[config.mk]
export PLATFORM = sky130hd
export DESIGN_NAME = alu_issue_sched
export DESIGN_NICKNAME = d
export VERILOG_FILES = /design/src/rtl/alu_issue_sched_pkg.sv /design/src/rtl/alu_issue_sched_alu.sv /design/src/rtl/alu_issue_sched.sv
export SDC_FILE = /design/constraint.sdc
export NUM_CORES = 1
export LEC_CHECK = 0
export CAP_MARGIN = 20
export CORE_MARGIN = 5
export CORE_UTILIZATION = 47
export DETAILED_ROUTE_END_ITERATION = 6
export PLACE_DENSITY = 0.81
export RECOVER_POWER = 100
export SLEW_MARGIN = 25
export SYNTH_ARGS = -nofsm -noshare
export SYNTH_HDL_FRONTEND = slang
export SYNTH_SLANG_ARGS = --single-unit
[constraint.sdc]
create_clock -name clk_in -period 4.2 [get_ports clk_in]
set_input_delay 1.26 -clock clk_in [delete_from_list [all_inputs] [get_ports clk_in]]
set_output_delay 1.26 -clock clk_in [all_outputs]
set_load 0.05 [all_outputs]
[src/rtl/alu_issue_sched_pkg.sv]
// ============================================================================
// Module  : alu_issue_sched_pkg
// Purpose : Shared ALU opcode encoding and widths for the ALU issue scheduler.
// Revision: 1.0 - initial release
// ============================================================================
`default_nettype none

package alu_issue_sched_pkg;

   localparam int OP_W      = 4;
   localparam int DEF_TAG_W = 4;

   typedef enum logic [OP_W-1:0] {
      OP_ADD    = 4'd0,
      OP_SUB    = 4'd1,
      OP_OR     = 4'd2,
      OP_XOR    = 4'd3,
      OP_LSHIFT = 4'd4,
      OP_RSHIFT = 4'd5,
      OP_LTHAN  = 4'd6,
      OP_LEQUAL = 4'd7,
      OP_RTHAN  = 4'd8,
      OP_REQUAL = 4'd9
   } alu_op_e;

endpackage

`default_nettype wire

[src/rtl/alu_issue_sched_alu.sv]
// ============================================================================
// Module  : alu_issue_sched_alu
// Purpose : Combinational 32-bit ALU; comparisons are unsigned, undefined ops give 0.
// Revision: 1.0 - initial release
// ============================================================================
`default_nettype none

module alu_issue_sched_alu
   import alu_issue_sched_pkg::*;
(
   input  logic [OP_W-1:0] op_i,
   input  logic [31:0]     a_i,
   input  logic [31:0]     b_i,
   output logic [31:0]     res_o
);

   always_comb begin
      res_o = '0;
      case (op_i)
         OP_ADD:    res_o = a_i + b_i;
         OP_SUB:    res_o = a_i - b_i;
         OP_OR:     res_o = a_i | b_i;
         OP_XOR:    res_o = a_i ^ b_i;
         OP_LSHIFT: res_o = a_i << b_i[4:0];
         OP_RSHIFT: res_o = a_i >> b_i[4:0];
         OP_LTHAN:  res_o = {31'd0, (a_i <  b_i)};
         OP_LEQUAL: res_o = {31'd0, (a_i <= b_i)};
         OP_RTHAN:  res_o = {31'd0, (a_i >  b_i)};
         OP_REQUAL: res_o = {31'd0, (a_i >= b_i)};
         default:   res_o = '0;
      endcase
   end

endmodule

`default_nettype wire

[src/rtl/alu_issue_sched.sv]
// ============================================================================
// Module  : alu_issue_sched
// Purpose : Round-robin issue of NUM_REQ requesters onto one ALU, result on CDB.
//           Optional perf counters enabled with `define ALU_SCHED_PERF_EN.
// Revision: 1.0 - initial release
// ============================================================================
`default_nettype none

module alu_issue_sched
   import alu_issue_sched_pkg::*;
#(
   parameter int NUM_REQ = 4,
   parameter int TAG_W   = DEF_TAG_W
) (
   input  logic                     clk_in,
   input  logic                     rst_in,
   input  logic                     rdy_in,
   input  logic                     flush_in,
   input  logic [NUM_REQ-1:0]       req_valid,
   input  logic [NUM_REQ*32-1:0]    req_op1,
   input  logic [NUM_REQ*32-1:0]    req_op2,
   input  logic [NUM_REQ*OP_W-1:0]  req_op,
   input  logic [NUM_REQ*TAG_W-1:0] req_tag,
   output logic [NUM_REQ-1:0]       req_grant,
   output logic                     cdb_valid,
   output logic [TAG_W-1:0]         cdb_tag,
   output logic [31:0]              cdb_result,
   input  logic                     cdb_ready
`ifdef ALU_SCHED_PERF_EN
   ,
   output logic [31:0]              perf_stall_cnt,
   output logic [31:0]              perf_issue_cnt
`endif
);

   localparam int PTR_W = (NUM_REQ > 1) ? $clog2(NUM_REQ) : 1;

   logic [PTR_W-1:0] ptr_q, ptr_d;
   logic             issue_valid_q;
   logic [31:0]      op1_q, op2_q;
   logic [OP_W-1:0]  op_q;
   logic [TAG_W-1:0] tag_q;
   logic             cdb_valid_q;
   logic [TAG_W-1:0] cdb_tag_q;
   logic [31:0]      cdb_result_q;
   logic [31:0]      alu_res;

   logic             out_free, issue_adv, any_req, grant_en;
   logic [PTR_W-1:0] sel;

   // First valid requester at or after the pointer, wrapping.
   function automatic logic [PTR_W-1:0] rr_pick(input logic [NUM_REQ-1:0] v,
                                                input logic [PTR_W-1:0]   p);
      logic             found;
      logic [PTR_W-1:0] pick;
      int               k;
      found = 1'b0;
      pick  = '0;
      for (int i = 0; i < NUM_REQ; i++) begin
         k = (int'(p) + i) % NUM_REQ;
         if (!found && v[k]) begin
            found = 1'b1;
            pick  = PTR_W'(k);
         end
      end
      return pick;
   endfunction

   assign out_free  = !cdb_valid_q || cdb_ready;
   assign issue_adv = rdy_in && out_free && !flush_in;
   assign any_req   = |req_valid;
   assign sel       = rr_pick(req_valid, ptr_q);
   // Gated by reset so the grant drops immediately on async reset assertion.
   assign grant_en  = issue_adv && any_req && rst_in;
   assign req_grant = grant_en ? (NUM_REQ'(1) << sel) : '0;
   assign ptr_d     = (sel == PTR_W'(NUM_REQ - 1)) ? '0 : sel + PTR_W'(1);

   alu_issue_sched_alu u_alu (
      .op_i  (op_q),
      .a_i   (op1_q),
      .b_i   (op2_q),
      .res_o (alu_res)
   );

   always_ff @(posedge clk_in or negedge rst_in) begin
      if (!rst_in) begin
         ptr_q         <= '0;
         issue_valid_q <= 1'b0;
         op1_q         <= '0;
         op2_q         <= '0;
         op_q          <= '0;
         tag_q         <= '0;
         cdb_valid_q   <= 1'b0;
         cdb_tag_q     <= '0;
         cdb_result_q  <= '0;
      end else if (flush_in) begin
         issue_valid_q <= 1'b0;
         cdb_valid_q   <= 1'b0;
      end else if (issue_adv) begin
         if (grant_en) ptr_q <= ptr_d;
         issue_valid_q <= any_req;
         op1_q         <= req_op1[32*int'(sel) +: 32];
         op2_q         <= req_op2[32*int'(sel) +: 32];
         op_q          <= req_op[OP_W*int'(sel) +: OP_W];
         tag_q         <= req_tag[TAG_W*int'(sel) +: TAG_W];
         cdb_valid_q   <= issue_valid_q;
         cdb_tag_q     <= tag_q;
         cdb_result_q  <= alu_res;
      end
   end

   assign cdb_valid  = cdb_valid_q;
   assign cdb_tag    = cdb_tag_q;
   assign cdb_result = cdb_result_q;

`ifdef ALU_SCHED_PERF_EN
   logic [31:0] stall_cnt_q, issue_cnt_q;

   always_ff @(posedge clk_in or negedge rst_in) begin
      if (!rst_in) begin
         stall_cnt_q <= '0;
         issue_cnt_q <= '0;
      end else begin
         if (rdy_in && any_req && !out_free && (stall_cnt_q != '1))
            stall_cnt_q <= stall_cnt_q + 32'd1;
         if (grant_en && (issue_cnt_q != '1))
            issue_cnt_q <= issue_cnt_q + 32'd1;
      end
   end

   assign perf_stall_cnt = stall_cnt_q;
   assign perf_issue_cnt = issue_cnt_q;
`endif

endmodule

`default_nettype wire

==> results.toml <==
[status]
status = "finished with violations"
violations = "max-capacitance violations, max-slew violations"

[yosys]
ys_seq_elements = 112
synth_nets = 2472
synth_edf_count = 0
synth.distinct_cells = 80
synthArstFlopShare_pct = 100
synth_top_cell_area_share_pct = 19.4
netlist_area_mm2 = 0.0145
synth_most_common_cell = "nand2_1"
yosysTopAreaCell = "dfrtp_1"
seq_area_frac_synth_pct = 19.4
synthesis.instances = 2073
ys_warn_count = 0
synthTopCellsByCount = "nand2_1 (428), nand3_1 (225), nor2_1 (153), o21ai_0 (140), clkbuf_1 (128)"
synth_area_leaders = "dfrtp_1 (19%), nand2_1 (11%), ha_1 (8.6%)"
synth_flop_cell = "dfrtp_1"
synth.avg_cell_area_um2 = 6.98

[floorplanning]
die_w_um = 186
die_y_um = 186
coreArea_mm2 = 0.0305
dieArea_mm2 = 0.0344
ioPinCount = 338
row_count = 64
initial_core_util_pct = 47.4

[timing]
min_period_ns = 4.11
rsz0062_at_grt = "false"
hold_viol_final = 0
final_max_slew_viol_count = 145
relSlewSlack_pct = -2.13
hold_slack_ns = 0.481
worst_pin_slew_ns = 1.53
skew_ns = 0.0134
tns_ns = 0
fmax_mhz = 243
fin_crit_sh_pct = 97.9
setup_violations = 0

[place]
place_congestion = 1.06
placed_cells_incl_taps = 2748
port_buffers = 337
hpwlAfterDp_mm = 56.7

[critical_path]
criticalPathCategory = "in -> out"
critPathMaxFanout = 7
required_ns = 2.94
setup.worst_path.end_class = "output port"
cp_data_arrival_time_ns = 2.85
reg2reg_setup_slack_ns = 0.22
cp-start-kind = "input port"

[grt]
grtUsageMet3_pct = 10.4
grt_use_met1_pct = 55.5
grt-busiest-layer = "met2"
grt_max_degree = 145
grt_use_total_pct = 40.5
met2_usage_pct = 61.8
overflow = 0
grt_pass1_vias = 17000
grt_pass1_wl_mm = 105
antenna_found_initial = 1

[route]
routed_via_density = 6.48
ant_nets = 0
route.detailed.drc = 0
routed_wl_mm = 71.8
route.vias.total = 17900
drt-pass1-iter-count = 6
drt_iter0_drc = 2478
wl_per_cell_um = 25.9

[pwr]
p_per_area_mw_per_mm2 = 753
static-leakage-power_nw = 8.17
ir_worst_vdd_v = 0.000412

[clock_tree]
cts_root_buf = "clkbuf_16"
cts_tree = "built"
clockBufferDepth = 2
ctsHoldBuffers = 0
clk_pin_slew_ns = 0.08
numCtsBuffers = 9
cts_max_level = 3
worstSkewPairLatency_ns = 0.37
numClockSinks = 112

[cells_and_area]
fin_util_pct = 61.8
antennaDiodeCount = 0
layout.cells.non_filler = 2768
finalNetCount = 2766
drive_above_1_share_pct = 8.77
area_delta_synth_final_pct = 30.2

[job]
drv_cap = 1

[worst_hold_path]
hold_path_class = "reg -> reg"
where the power goes:
group	switching (W)	total, W	leakage, nW	internal [W]
Clock	0.000458	0.000934	0.149	0.000476
Sequential	0.000426	0.00189	1.40	0.00147
Combinational	0.00743	0.0114	6.62	0.00394
Total	0.00831	0.0142	8.17	0.00588
critical path, cell delays in order:
cell and delay, ns:
clkdlybuf4s50_1 0.46, or4_1 0.53, and3_4 0.24, and2_1 0.20
buf_12 0.16
kinds of logic (layout without fill, tap and decap cells):
logic type	count (synthesis)	after routing	share of synthesized area (%)
AND/OR/NAND/NOR	933	933	28.5
AO/OA/AOI/OAI	552	552	24.1
buffers and inverters	267	566	7.17
flip-flops	112	112	19.4
adder cells (fa/ha/maj)	102	102	8.92
multiplexers	99	99	11.4
XOR/XNOR	8	8	0.484
cells in the final DEF, fill, tap and decap left out, types with 16 or more instances in the layout:
cell,n
a221oi_1,26
mux4_2,52
o31ai_1,17
clkdlybuf4s50_1,291
a211oi_1,28
o22ai_1,33
dlygate4sd3_1,38
a21o_1,17
nor2_1,152
o21ai_1,28
nor3_1,18
ha_1,99
inv_1,96
a21oi_1,127
nand2_1,428
mux2i_1,37
nor4_1,16
nand3_1,225
o21ai_0,147
dfrtp_1,110
buf_4,88
stage by stage:
stage	setup slack [ns]	power [W]	cell area (µm²)
after floorplan	0.136	0.00877	14500
after global placement	0.00321	0.0127	18600
after detailed placement	-0.0563	0.0128	18600
after CTS	0.00727	0.0138	18900
after global routing	0.0326	0.0149	18900
final	0.0884	0.0142	18900
metal layers:
layer	vias to the layer above	routed length, µm
li1	8001	-
met1	8443	28400
met2	1292	31400
met3	200	8810
met4	2	3150
met5	-	13
sequential cells by signal (all words and copies together) (netlist names):
signal and cells:
cdb_result 32, op1_q 32, op2_q 32, cdb_tag 4
op_q 4, tag_q 4, ptr_q 2, cdb_valid 1
issue_valid_q 1
layout make-up:
cell class | instances | area (µm²)
tap | 396 | 495
clock buffer | 9 | 225
clock inverter | 7 | 83.8
multi-input combinational | 1694 | 10700
inverter | 109 | 414
sequential | 112 | 2810
timing repair buffer | 441 | 4150
fill | 2809 | 11700
path summary, 6_finish.rpt:
| check | start | endpoint | cells past startpoint |
|---|---|---|---|
| max in group asynchronous | rst_in | cdb_result[20]$_DFFE_PN0P_ | 3 |
| hold reg to reg | cdb_result[5]$_DFFE_PN0P_ | cdb_result[5]$_DFFE_PN0P_ | 2 |
| hold / removal | cdb_result[5]$_DFFE_PN0P_ | cdb_result[5]$_DFFE_PN0P_ | 2 |
| setup / recovery | req_valid[3] | req_grant[1] | 5 |
| min in group asynchronous | rst_in | op_q[0]$_DFFE_PN0P_ | 2 |
| setup reg to reg | op2_q[0]$_DFFE_PN0P_ | cdb_result[15]$_DFFE_PN0P_ | 10 |
what timing repair did:
item	in CTS	in global routing
pin swaps	0	2
setup endpoints to repair	4	4
buffers inserted	0	4
gates resized for setup	2	8
(Power assumes the default switching activity.)
